===== config.mk =====
export PLATFORM = sky130hd
export DESIGN_NAME = ed_channel_scheduler
export DESIGN_NICKNAME = d
export VERILOG_FILES = /design/src/rtl/ed_channel_scheduler.sv
export SDC_FILE = /design/constraint.sdc
export NUM_CORES = 1
export LEC_CHECK = 0
export CORE_UTILIZATION = 49
export CTS_BUF_LIST = sky130_fd_sc_hd__clkbuf_4 sky130_fd_sc_hd__clkbuf_8
export DETAILED_ROUTE_END_ITERATION = 6
export PLACE_DENSITY_LB_ADDON = 0.25
export SLEW_MARGIN = 0
export SYNTH_ARGS = -nofsm -noshare
export SYNTH_HDL_FRONTEND = slang
export SYNTH_SLANG_ARGS = --single-unit

===== constraint.sdc =====
create_clock -name clock -period 1.6 [get_ports clock]
set_clock_uncertainty 0.15 [all_clocks]
set_input_delay 0.32 -clock clock [delete_from_list [all_inputs] [get_ports clock]]
set_output_delay 0.32 -clock clock [all_outputs]
set_load 0.03 [all_outputs]

===== src/rtl/ed_channel_scheduler.sv =====
// Round-robin scheduler sharing one energy-detection core between NUM_CH sample FIFOs,
// with a per-window watchdog that recovers the core when end-of-window never arrives.
module ed_channel_scheduler #(
  parameter int NUM_CH  = 4,
  parameter int CH_W    = 2,
  parameter int TIMEOUT = 1024,
  parameter int TO_W    = 11
) (
  input  logic              clock,
  input  logic              reset,
  input  logic              enable,
  input  logic [NUM_CH-1:0] ch_empty,
  output logic [NUM_CH-1:0] ch_pop,
  output logic              core_empty,
  input  logic              core_pop,
  output logic              core_sclr,
  input  logic              core_end,
  input  logic              core_dres,
  output logic              dec_valid,
  output logic [CH_W-1:0]   dec_ch,
  output logic              dec_result,
  output logic [NUM_CH-1:0] dec_vector,
  output logic              timeout_err,
  output logic              busy
);

  typedef enum logic [2:0] {
    S_IDLE,
    S_SELECT,
    S_CLEAR,
    S_RUN,
    S_COLLECT,
    S_ABORT
  } state_t;

  state_t              state_q, state_d;
  logic [CH_W-1:0]     grant_q, grant_d;
  logic [CH_W-1:0]     rr_ptr_q, rr_ptr_d;
  logic [TO_W-1:0]     wd_cnt_q, wd_cnt_d;
  logic [CH_W-1:0]     dec_ch_q, dec_ch_d;
  logic                dec_result_q, dec_result_d;
  logic [NUM_CH-1:0]   dec_vector_q, dec_vector_d;

  // Round-robin search split in two passes: channels at/after rr_ptr, then the wrapped ones.
  // Iterating downward lets the lowest matching index win without a priority chain.
  logic            hi_found, lo_found, sel_found;
  logic [CH_W-1:0] hi_idx, lo_idx, sel_idx;
  logic [CH_W-1:0] grant_next;

  always_comb begin
    // NOTE: every signal written here gets a default first so no path infers a latch.
    hi_found = 1'b0;
    lo_found = 1'b0;
    hi_idx   = '0;
    lo_idx   = '0;
    for (int i = NUM_CH - 1; i >= 0; i--) begin
      if (!ch_empty[i]) begin
        lo_found = 1'b1;
        lo_idx   = CH_W'(i);
        if (CH_W'(i) >= rr_ptr_q) begin
          hi_found = 1'b1;
          hi_idx   = CH_W'(i);
        end
      end
    end
    sel_found = hi_found | lo_found;
    sel_idx   = hi_found ? hi_idx : lo_idx;
  end

  // Explicit wrap so non-power-of-two channel counts stay in range.
  assign grant_next = (grant_q == CH_W'(NUM_CH - 1)) ? '0 : grant_q + 1'b1;

  always_comb begin
    state_d      = state_q;
    grant_d      = grant_q;
    rr_ptr_d     = rr_ptr_q;
    wd_cnt_d     = wd_cnt_q;
    dec_ch_d     = dec_ch_q;
    dec_result_d = dec_result_q;
    dec_vector_d = dec_vector_q;
    core_empty   = 1'b1;
    ch_pop       = '0;
    core_sclr    = 1'b0;
    dec_valid    = 1'b0;
    timeout_err  = 1'b0;

    case (state_q)
      S_IDLE: begin
        if (enable && (~ch_empty != '0)) state_d = S_SELECT;
      end
      S_SELECT: begin
        if (sel_found) begin
          grant_d = sel_idx;
          state_d = S_CLEAR;
        end else begin
          state_d = S_IDLE;
        end
      end
      S_CLEAR: begin
        core_sclr = 1'b1;
        wd_cnt_d  = '0;
        state_d   = S_RUN;
      end
      S_RUN: begin
        core_empty      = ch_empty[grant_q];
        ch_pop[grant_q] = core_pop & ~ch_empty[grant_q];
        wd_cnt_d        = wd_cnt_q + 1'b1;
        if (core_end) begin
          // Decision is captured in the end cycle so it is presented with dec_valid.
          state_d               = S_COLLECT;
          dec_ch_d              = grant_q;
          dec_result_d          = core_dres;
          dec_vector_d[grant_q] = core_dres;
        end else if (wd_cnt_q == TO_W'(TIMEOUT - 1)) begin
          state_d = S_ABORT;
        end
      end
      S_COLLECT: begin
        dec_valid = 1'b1;
        rr_ptr_d  = grant_next;
        state_d   = S_IDLE;
      end
      S_ABORT: begin
        timeout_err = 1'b1;
        core_sclr   = 1'b1;
        rr_ptr_d    = grant_next;
        state_d     = S_IDLE;
      end
      default: state_d = S_IDLE;
    endcase
  end

  always_ff @(posedge clock or posedge reset) begin
    if (reset) begin
      state_q      <= S_IDLE;
      grant_q      <= '0;
      rr_ptr_q     <= '0;
      wd_cnt_q     <= '0;
      dec_ch_q     <= '0;
      dec_result_q <= 1'b0;
      dec_vector_q <= '0;
    end else begin
      // NOTE: non-blocking assignments so every flop samples pre-edge values.
      state_q      <= state_d;
      grant_q      <= grant_d;
      rr_ptr_q     <= rr_ptr_d;
      wd_cnt_q     <= wd_cnt_d;
      dec_ch_q     <= dec_ch_d;
      dec_result_q <= dec_result_d;
      dec_vector_q <= dec_vector_d;
    end
  end

  assign dec_ch     = dec_ch_q;
  assign dec_result = dec_result_q;
  assign dec_vector = dec_vector_q;
  assign busy       = (state_q != S_IDLE);

endmodule


==> impl_results.md, run 1 <==
- Number of clock sinks: 25
- First-pass GRT wire length: 6270 um
- First DRT Iteration DRCs: 87
- RD Place Congestion: 0.836
- CTS tree: done
- P_leak: 0.00104 uW
- Crit start category: register
- Data required time of the critical path: 1.13 ns
- Outcome: finished, violations left
- Area Overhead vs Synth: 49.9%
- Post-synth cell types: 42
- Syn Inst Count: 150
- Final instance area: 2240 sq um
- Peak VDD IR: 0.839 mV
- WL/cell: 16.4 um
- Cell Pwr Density: 1630 nW/um^2
- Worst-Skew Late Latency: 0.33 ns
- Mapped Area: 1500 sq um
- Setup Crit Path Kind: reg -> out
- Slowest cell on crit path: mux4_2
- Max Cap Viol: 0
- Top_reg_cell synth: dfrtp_1
- Hold Fails Final Rpt: 0
- Total power: 3660 uW
- Post-route ant nets: 0
- Max FO, Critical Path: 4
- Final net count: 226
- CP Cell Sequence: mux4_2, nor2_4, buf_6, and3_4, buf_6
- Fmax: 0.447 GHz
- CTS max path bufs: 2
- Final HPWL DP: 2670 um
- Min Hold Slack: 0.170 ns
- Crit path time final: 2.24 ns
- CTS buffer count: 3
- DIE AREA: 3280 sq um
- Post-synth net total: 165
- Std cell rows: 19
- Worst Tran Pin Value: 0.332 ns
- Unrepaired setup endpoints after global routing: true
- Warnings, synthesis: 0
- Via count: 1,448
- Sequential fraction of the synthesis area: 0.418
- Largest net degree at the start of global routing: 26
- Vias in the first global route: 1,366
- Synth Register Bits: 25
- Post-DR vias/cell: 6.01
- Initial Utilization: 0.529
- Htree depth: 1
- Die Y: 57.3 um
- Initial antenna violation count: 0
- Synthesized area per cell: 9.98 sq um
- Placed instance area: 1960 sq um
- Synth async-reset ratio: 1.00
- Antenna diodes: 0
- Cts hold-fix bufs: 0
- Top Ports: 26
- Hold Path Class: in -> async
- Final WS setup: -0.638 ns
- Layout cells sized above 1: 0.448
- CP max stage delay: 0.54 ns
- Remaining global-route overflow: 0
- GRT Util Overall: 0.248
- Die width: 57.3 um
- Cell family contributing the most delay on the critical path: multiplexers
- IO buf count: 25
- Final Cycle Share: 1.40
- Failing checks: DRC, setup timing
- Most frequent CP cell: buf_6
- # DRC: 10
- Sum of negative setup slack: -4.70 ns
- WP data arrival: 1.77 ns
- Relative slew slack: 0.778
- Post-Route WL: 3940 um
- Post-synth EDFFs: 0
- Total core area: 2830 sq um
- Crit path capture type: output port
- Crit path buffers/inverters: 2
- Max Transition Viols Final: 0
- Worst-path clk slew: 0.15 ns
- CTS Root Cell: clkbuf_4
- Pre-antenna DRT Iters: 7
- Final number of setup-violating endpoints: 21
cell families (layout without fill, tap and decap cells):
family                   count (synthesis)  in the layout  synth area share
multiplexers                            12             12            0.0969
buffers and inverters                   14             74            0.0434
adder cells (fa/ha/maj)                  5              5            0.0418
AND/OR/NAND/NOR                         66             66             0.249
AO/OA/AOI/OAI                           28             28             0.151
flip-flops                              25             25             0.418
worst register-to-register path: cells and delay by family (launching register included):
kind,cells,cell delay [ns]
mux,1,0.35
flops,1,0.43
simple gates,1,0.41
buf+inv,2,0.25
power breakdown:
group          switching (uW)  internal (uW)
clock network             202           95.7
registers                 165            829
logic                    1150           1220
total                    1510           2150
synth_stat cells, types with 2 or more instances:
| cell | instances | share of area |
|---|---|---|
| dfrtp_1 | 25 | 0.42 |
| nand2_1 | 20 | 0.050 |
| mux2_2 | 10 | 0.075 |
| and3_1 | 8 | 0.033 |
| clkbuf_1 | 5 | 0.013 |
| ha_1 | 5 | 0.042 |
| nand2b_1 | 5 | 0.021 |
| nand3_1 | 5 | 0.017 |
| nor3b_1 | 5 | 0.025 |
| a22o_1 | 4 | 0.023 |
| buf_2 | 4 | 0.013 |
| inv_1 | 4 | 0.010 |
| nor2b_1 | 4 | 0.017 |
| o21ai_0 | 4 | 0.013 |
| a31oi_1 | 3 | 0.013 |
| nand4_1 | 3 | 0.013 |
| nor2_1 | 3 | 0.0075 |
| a21oi_1 | 2 | 0.0067 |
| a221o_1 | 2 | 0.013 |
| a41o_1 | 2 | 0.013 |
| and2_1 | 2 | 0.0084 |
| nand3b_1 | 2 | 0.010 |
| o2111a_1 | 2 | 0.015 |
| or2_2 | 2 | 0.0084 |
| or4_1 | 2 | 0.010 |
cell type report:
type                            instances  area (sq um)
Sequential cell                        25           626
Multi-Input combinational cell        111           931
Timing Repair Buffer                   66           604
Fill cell                             175           584
Inverter                                4          15.0
Clock inverter                          1          7.51
Tap cell                               31          38.8
Clock buffer                            3          22.5
through the flow:
stage               std cells  worst slack, ns  utilization
floorplan                 150           -0.212            -
finish                    241           -0.638        0.793
global route              241           -0.731        0.793
global placement          223           -0.825        0.693
CTS                       233           -0.687        0.752
detailed placement        223           -0.882        0.693
sequential cells by signal, indices dropped and copies added (netlist names):
name and flops:
wd_cnt_q 11, dec_vector 4, state_q 3, dec_ch 2
grant_q 2, rr_ptr_q 2, dec_result 1
final timing paths:
| check | startpoint | endpoint | slack (ns) | cells past startpoint |
|---|---|---|---|---|
| setup reg to reg | state_q[2] | dec_ch[1] | -0.09 | 4 |
| hold / removal | reset | dec_result | 0.17 | 3 |
| setup / recovery | grant_q[0] | ch_pop[2] | -0.64 | 5 |
| max in group asynchronous | reset | wd_cnt_q[9] | 0.87 | 3 |
| hold reg to reg | dec_vector[0] | dec_vector[0] | 0.37 | 1 |
| min in group clock | dec_vector[0] | dec_vector[0] | 0.37 | 1 |
placed cells by master, fill, tap and decap left out, types with 4 or more instances in the layout:
| cell type | synthesis | routed |
|---|---|---|
| clkdlybuf4s15_1 | 0 | 5 |
| inv_1 | 4 | 4 |
| nand3_1 | 5 | 4 |
| ha_1 | 5 | 4 |
| mux2_2 | 10 | 8 |
| and3_4 | 0 | 5 |
| clkdlybuf4s50_1 | 0 | 9 |
| buf_4 | 0 | 31 |
| dfrtp_1 | 25 | 25 |
| nand2_1 | 20 | 17 |
| buf_6 | 1 | 18 |
| o21ai_0 | 4 | 4 |
| a22o_1 | 4 | 4 |
routing by layer:
| layer | routed length (um) | track usage | vias to the layer above |
|---|---|---|---|
| li1 | - | - | 676 |
| met1 | 1620 | 0.314 | 718 |
| met2 | 2070 | 0.437 | 46 |
| met3 | 174 | 0.0249 | 8 |
| met4 | 76 | 0.101 | 0 |
| met5 | 0 | 0 | - |
repair_timing:
action,4_1_cts,5_1_grt
setup buffers,7,8
pin swaps,11,3
setup endpoints to repair,23,29
gates resized for setup,42,27
Power figures use the tool's default switching activity.
==> run 2, diff against run 1 <==
Settings changed: ABC_AREA from default to 1, SLEW_MARGIN 0 to default.
==> run 2 against run 1 <==
Compared with the run above: register-to-register slack better by 0.12 ns; routed wire length down 1.3%; global-route usage down 0.17 points; critical path type unchanged; highest routed layer unchanged; fmax up 13%; via count up 7.3%; the flow finishes with violations (setup timing).
==> impl_results.md, run 2 <==
- Warnings, synthesis: 0 (unchanged)
- Layout cells sized above 1: 0.314 (-0.133)
- Synth top area cells: dfrtp_1 42%, nand2_1 14%, inv_1 7.1%, nand3_1 5.4%, o21ai_0 4.4%
- Max FO, Critical Path: 4 (unchanged)
- Hold Path Class: in -> async
- Post-Route WL: 3890 um (-1.3%)
- Synth async-reset ratio: 1.00 (unchanged)
- Setup Crit Path Kind: reg -> out
- Antenna diodes: 0 (unchanged)
- Final WS setup: -0.385 ns (+0.252 ns)
- Most common cell after layout, fill and taps aside: nand2_1
- Worst Tran Pin Value: 0.325 ns (-0.00746 ns)
- Final HPWL DP: 2640 um (-1.1%)
- Area Overhead vs Synth: 48.7%
- First DRT Iteration DRCs: 63 (-28%)
- Crit path time final: 1.99 ns (-0.252 ns)
- Top-count cell post-synth: nand2_1
- Number of clock sinks: 25 (unchanged)
- Largest net degree at the start of global routing: 26 (unchanged)
- Final instance area: 2210 sq um (-1.7%)
- Top Ports: 26 (unchanged)
- Data required time of the critical path: 1.13 ns (about the same)
- Final net count: 277 (+23%)
- Fin util: 0.787 (-0.00666)
- # DRC: 0 (-10)
- Hold Fails Final Rpt: 0 (unchanged)
- Htree depth: 1 (unchanged)
- Unrepaired setup endpoints after global routing: true
- Fmax: 0.504 GHz (+13%)
- Failing checks: setup timing
- Peak VDD IR: 1.09 mV (+30%)
- Post-route ant nets: 0 (unchanged)
- First-pass GRT wire length: 6220 um (-0.67%)
- Post-DR vias/cell: 5.32 (-11%)
- Mapped Area: 1480 sq um (-0.92%)
- P_leak: 0.00114 uW (+10%)
- CTS max path bufs: 2 (unchanged)
- Biggest register: wd_cnt_q
- Synth top cells by count: 57 x nand2_1, 28 x inv_1, 25 x dfrtp_1
- Relative slew slack: 0.783 (+0.00497)
- Post-synth cell types: 27 (-36%)
- Sequential fraction of the synthesis area: 0.422 (+0.00387)
- Placed instance area: 1970 sq um (+0.51%)
- Die width: 57.0 um (-0.45%)
- Top_reg_cell synth: dfrtp_1
- Cts hold-fix bufs: 0 (unchanged)
- Max reg flops: 11 (unchanged)
- Synthesized area per cell: 7.42 sq um (-26%)
- Crit path capture type: output port
- IO buf count: 25 (unchanged)
- Final number of setup-violating endpoints: 9 (-57%)
- Vias in the first global route: 1,439 (+5.3%)
- WP data arrival: 1.52 ns (-0.25 ns)
- Post-synth EDFFs: 0 (unchanged)
- Die Y: 57.0 um (-0.45%)
- WL/cell: 13.3 um (-19%)
- CTS tree: done
- DIE AREA: 3250 sq um (-0.89%)
- Setup Slack @ Placement: -0.376 ns (+0.505 ns)
- Synth Register Bits: 25 (unchanged)
- Syn Inst Count: 200 (+33%)
- Final Cycle Share: 1.24 (-0.158)
- Max Cap Viol: 0 (unchanged)
- RD Place Congestion: 0.895 (+6.9%)
- Outcome: finished, violations left
- Initial Utilization: 0.529 (about the same)
- Worst-Skew Late Latency: 0.32 ns (about the same)
- Remaining global-route overflow: 0 (unchanged)
- GRT Util Overall: 0.247 (-0.00169)
- Min Hold Slack: 0.162 ns (-0.00709 ns)
- Total core area: 2810 sq um (-0.84%)
- Max Transition Viols Final: 0 (unchanged)
- Worst-path clk slew: 0.15 ns (about the same)
- Crit start category: register
- Pre-antenna DRT Iters: 4 (-3)
- Via count: 1,554 (+7.3%)
- Synth top area share: 0.422 (+0.00387)
- Cell Pwr Density: 1580 nW/um^2 (-2.9%)
- Post-synth net total: 215 (+30%)
- Most frequent cells in the layout: 54 x nand2_1, 31 x buf_4, 25 x dfrtp_1, 21 x inv_1, 14 x nand3_1
- CTS Root Cell: clkbuf_4
- Cell taking the most area after synthesis: dfrtp_1
- Std cell rows: 19 (unchanged)
- Initial antenna violation count: 0 (unchanged)
- CTS buffer count: 3 (unchanged)
## run 2: cell count changes in the layout (fill, tap and decap cells not counted), sizes merged, moves of 10 or more
cell | previous run | this run
nand3 | 5 | 16
o21ai | 4 | 18
nand2 | 20 | 61
mux2 | 10 | 0
nor2 | 4 | 19
inv | 4 | 29
## run 2: cells by family (layout without fill, tap and decap cells)
group / Yosys count / in the layout / synth area share
AND/OR/NAND/NOR: 112 / 112 / 0.352
buffers and inverters: 31 / 92 / 0.0843
AO/OA/AOI/OAI: 26 / 26 / 0.0936
flip-flops: 25 / 25 / 0.422
adder cells (fa/ha/maj): 5 / 5 / 0.0422
XOR/XNOR: 1 / 1 / 0.00590
## run 2: critical path: stages (launching register included)
cell,delay (ns)
dfrtp_1,0.42
buf_6,0.14
inv_8,0.07
nand2_8,0.06
nor2_8,0.11
inv_4,0.07
nor3_4,0.19
buf_6,0.15
## run 2: layer usage
metal,routed length (um),vias up,share of wire,track usage
li1,-,769,-,-
met1,1740,710,0.45,0.326
met2,1890,57,0.48,0.413
met3,165,18,0.042,0.0363
met4,99,0,0.025,0.0906
met5,0,-,0,0
## run 2: stage by stage
stage,TNS [ns],power [uW],std cells
6_report,-2.51,3490,292
5_1_grt,-3.26,3690,292
4_1_cts,-2.70,3250,289
3_5_place_dp,-1.92,2820,281
3_3_place_gp,-1.69,2770,281
2_1_floorplan,-0.288,2000,200
## run 2: path summary, 6_finish.rpt
kind / cells past startpoint / from / slack (ns) / endpoint
min reg2reg: 2 / dec_ch[0] / 0.35 / dec_ch[0]
max in group asynchronous: 3 / reset / 0.88 / state_q[2]
max reg2reg: 8 / state_q[2] / 0.03 / dec_vector[0]
min: 3 / reset / 0.16 / dec_vector[2]
max: 7 / state_q[2] / -0.39 / ch_pop[2]
min in group clock: 2 / dec_ch[0] / 0.35 / dec_ch[0]
## run 2: repair_timing
action	CTS	global route
buffers inserted	4	4
gates cloned	0	0
endpoints found under the setup margin	16	26
gates resized for setup	35	33
pin swaps	7	8
## run 2: report_power, final
part | leakage [uW] | total, uW | internal (uW) | switching (uW)
sequential | 0.000329 | 953 | 817 | 135
clock | 0.0000177 | 290 | 93.7 | 196
combinational | 0.000798 | 2250 | 953 | 1300
total | 0.00114 | 3490 | 1860 | 1630
## run 2: area by class of cell
type	count	area (sq um)
Clock buffer	3	22.5
Clock inverter	1	5.00
Fill cell	187	598
Inverter	30	133
Multi-Input combinational cell	144	865
Sequential cell	25	626
Tap cell	31	38.8
Timing Repair Buffer	58	518
==> run 3, diff against run 2 <==
Clock period 1.6 ns to 1.8 ns, I/O delays scaled along.
==> run 3 against run 2 <==
Compared with the run above: core utilization shrank 8.9 points; largest cell class unchanged; sequential power shrank 8.8%; critical path depth shrank 1; sequential share of layout area grew 3.7 points; critical endpoint is now ch_pop[1]; die area is the same; non-clock buffer count shrank 16; the flow still finishes with violations (setup timing); power shrank 24%.
==> impl_results.md, run 3 (synthesized netlist as in run 2, its figures left out) <==
- Setup Slack @ Placement: -0.169 ns (+0.207 ns)
- CP Cell Sequence: inv_2, nand2_4, nor2_8, inv_4, nor3_2, buf_4
- Cell Pwr Density: 1360 nW/um^2 (-14%)
- Data required time of the critical path: 1.29 ns (+0.16 ns)
- Area Overhead vs Synth: 31.9%
- Hold Path Class: in -> async
- Final net count: 261 (-5.8%)
- CP startpoint: state_q[2]
- Sum of negative setup slack: -1.16 ns (+1.34 ns)
- Worst Tran Pin Value: 0.322 ns (-0.00291 ns)
- Hold Fails Final Rpt: 0 (unchanged)
- Total core area: 2810 sq um (unchanged)
- Peak VDD IR: 0.992 mV (-8.8%)
- Final Cycle Share: 1.11
- Top Ports: 26 (unchanged)
- Pre-antenna DRT Iters: 4 (unchanged)
- Via count: 1,407 (-9.5%)
- Layout cells sized above 1: 0.241 (-0.0734)
- Min Hold Slack: 0.200 ns (+0.0380 ns)
- Remaining global-route overflow: 0 (unchanged)
- Placed Cells: 269 (-4.3%)
- Initial Utilization: 0.529 (unchanged)
- Die width: 57.0 um (unchanged)
- Cts hold-fix bufs: 0 (unchanged)
- Post-Route WL: 3330 um (-14%)
- Non-filler cells, final: 276 (-5.5%)
- Most frequent cells in the layout: 55 x nand2_1, 24 x dfrtp_1, 21 x buf_4, 20 x inv_1, 15 x nand3_1
- Fmax: 0.501 GHz
- Biggest register: wd_cnt_q
- Die Y: 57.0 um (unchanged)
- Worst-path clk slew: 0.15 ns (about the same)
- Crit path capture type: output port
- Max Cap Viol: 0 (unchanged)
- Vias in the first global route: 1,373 (-4.6%)
- Failing checks: setup timing
- Total power: 2670 uW (-24%)
- Outcome: finished, violations left
- DIE AREA: 3250 sq um (unchanged)
- Htree depth: 1 (unchanged)
- Final WS setup: -0.195 ns (+0.191 ns)
- Final HPWL DP: 2530 um (-3.9%)
- CTS max path bufs: 2 (unchanged)
- RD Place Congestion: 0.817 (-8.6%)
- Initial antenna violation count: 0 (unchanged)
- Reg-to-reg endpoint: state_q[1]
- CTS buffer count: 3 (unchanged)
- Crit start category: register
- WL/cell: 12.1 um (-9.4%)
- Reg2Reg Launch Point: wd_cnt_q[0]
- Relative slew slack: 0.785 (+0.00194)
- CTS tree: done
- # DRC: 0 (unchanged)
- P_leak: 0.00102 uW (-11%)
- First DRT Iteration DRCs: 51 (-19%)
- GRT Util Overall: 0.234 (-0.0129)
- Largest net degree at the start of global routing: 26 (unchanged)
- Unrepaired setup endpoints after global routing: true
- First-pass GRT wire length: 5890 um (-5.4%)
- Slowest cell on crit path: dfrtp_1
- Post-DR vias/cell: 5.10 (-4.2%)
- Worst R2R Path Depth: 6 (-2)
- Number of clock sinks: 25 (unchanged)
- Post-route ant nets: 0 (unchanged)
- Max reg flops: 11 (unchanged)
- Worst-Skew Late Latency: 0.34 ns (+0.02 ns)
- R2R Setup Slk: 0.20 ns (+0.17 ns)
- Most common cell after layout, fill and taps aside: nand2_1
- Final number of setup-violating endpoints: 9 (unchanged)
- Crit path time final: 1.99 ns
- Max Transition Viols Final: 0 (unchanged)
- WP data arrival: 1.48 ns (-0.04 ns)
- CP max stage delay: 0.44 ns (+0.02 ns)
- Critical Path End: ch_pop[1]
- Max FO, Critical Path: 5 (+1)
- Std cell rows: 19 (unchanged)
- IO buf count: 25 (unchanged)
- Fillers: 231 (+24%)
- Setup Crit Path Kind: reg -> out
- CTS Root Cell: clkbuf_4
- Antenna diodes: 0 (unchanged)
[run 3: changes by cell type in the layout (fill, tap and decap cells not counted), moves of 4 or more]
cell	delta
buf_4	-10
dlygate4sd2_1	+6
nor3_4	-4
buf_6	-5
clkdlybuf4s15_1	-6
nor2_4	-4
nor2_1	+4
[run 3: how the worst min path moves through the flow]
stage                     slack [ns]             to     startpoint  cells after the start
final                           0.20    rr_ptr_q[0]          reset                      3
after floorplan                 0.24      dec_ch[0]          reset                      1
after detailed placement        0.32  dec_vector[3]  dec_vector[3]                      2
after global routing            0.21    rr_ptr_q[0]          reset                      3
after global placement          0.30  dec_vector[3]  dec_vector[3]                      2
after CTS                       0.20    rr_ptr_q[0]          reset                      3
[run 3: layer usage]
layer,vias to the layer above,track usage,wire length [um]
met5,-,0,0
met4,0,0.0627,34
met3,6,0.0476,80
met2,23,0.407,1680
met1,652,0.297,1540
li1,726,-,-
[run 3: final cells by class]
| type | count | area (sq um) | share of cell area |
|---|---|---|---|
| Tap cell | 31 | 38.8 | 0.0198 |
| Multi-Input combinational cell | 144 | 773 | 0.395 |
| Clock inverter | 1 | 7.51 | 0.00384 |
| Clock buffer | 3 | 22.5 | 0.0115 |
| Inverter | 30 | 123 | 0.0627 |
| Timing Repair Buffer | 42 | 365 | 0.187 |
| Sequential cell | 25 | 627 | 0.320 |
[run 3: timing repair]
item / in CTS / in global routing
setup endpoints to repair: 16 / 9
setup buffers: 2 / 1
pin swaps: 2 / 0
resized for setup: 31 / 4
[run 3: report_power, final]
group | switching, uW | internal [uW] | total (uW)
clock | 188 | 85.3 | 274
combinational | 932 | 595 | 1530
sequential | 140 | 729 | 869
total | 1260 | 1410 | 2670
[run 3: worst max-delay path, delay by kind of cell (launching register included)]
kind / cells / cell delay (ns)
AND/OR/NAND/NOR: 3 / 0.38
buffers and inverters: 3 / 0.34
flip-flops: 1 / 0.44
[run 3: per-stage QoR]
step,area (sq um),utilization
floorplan,1490,-
global placement,1850,0.661
detailed placement,1850,0.661
CTS,1940,0.690
global route,1960,0.698
finish,1960,0.698
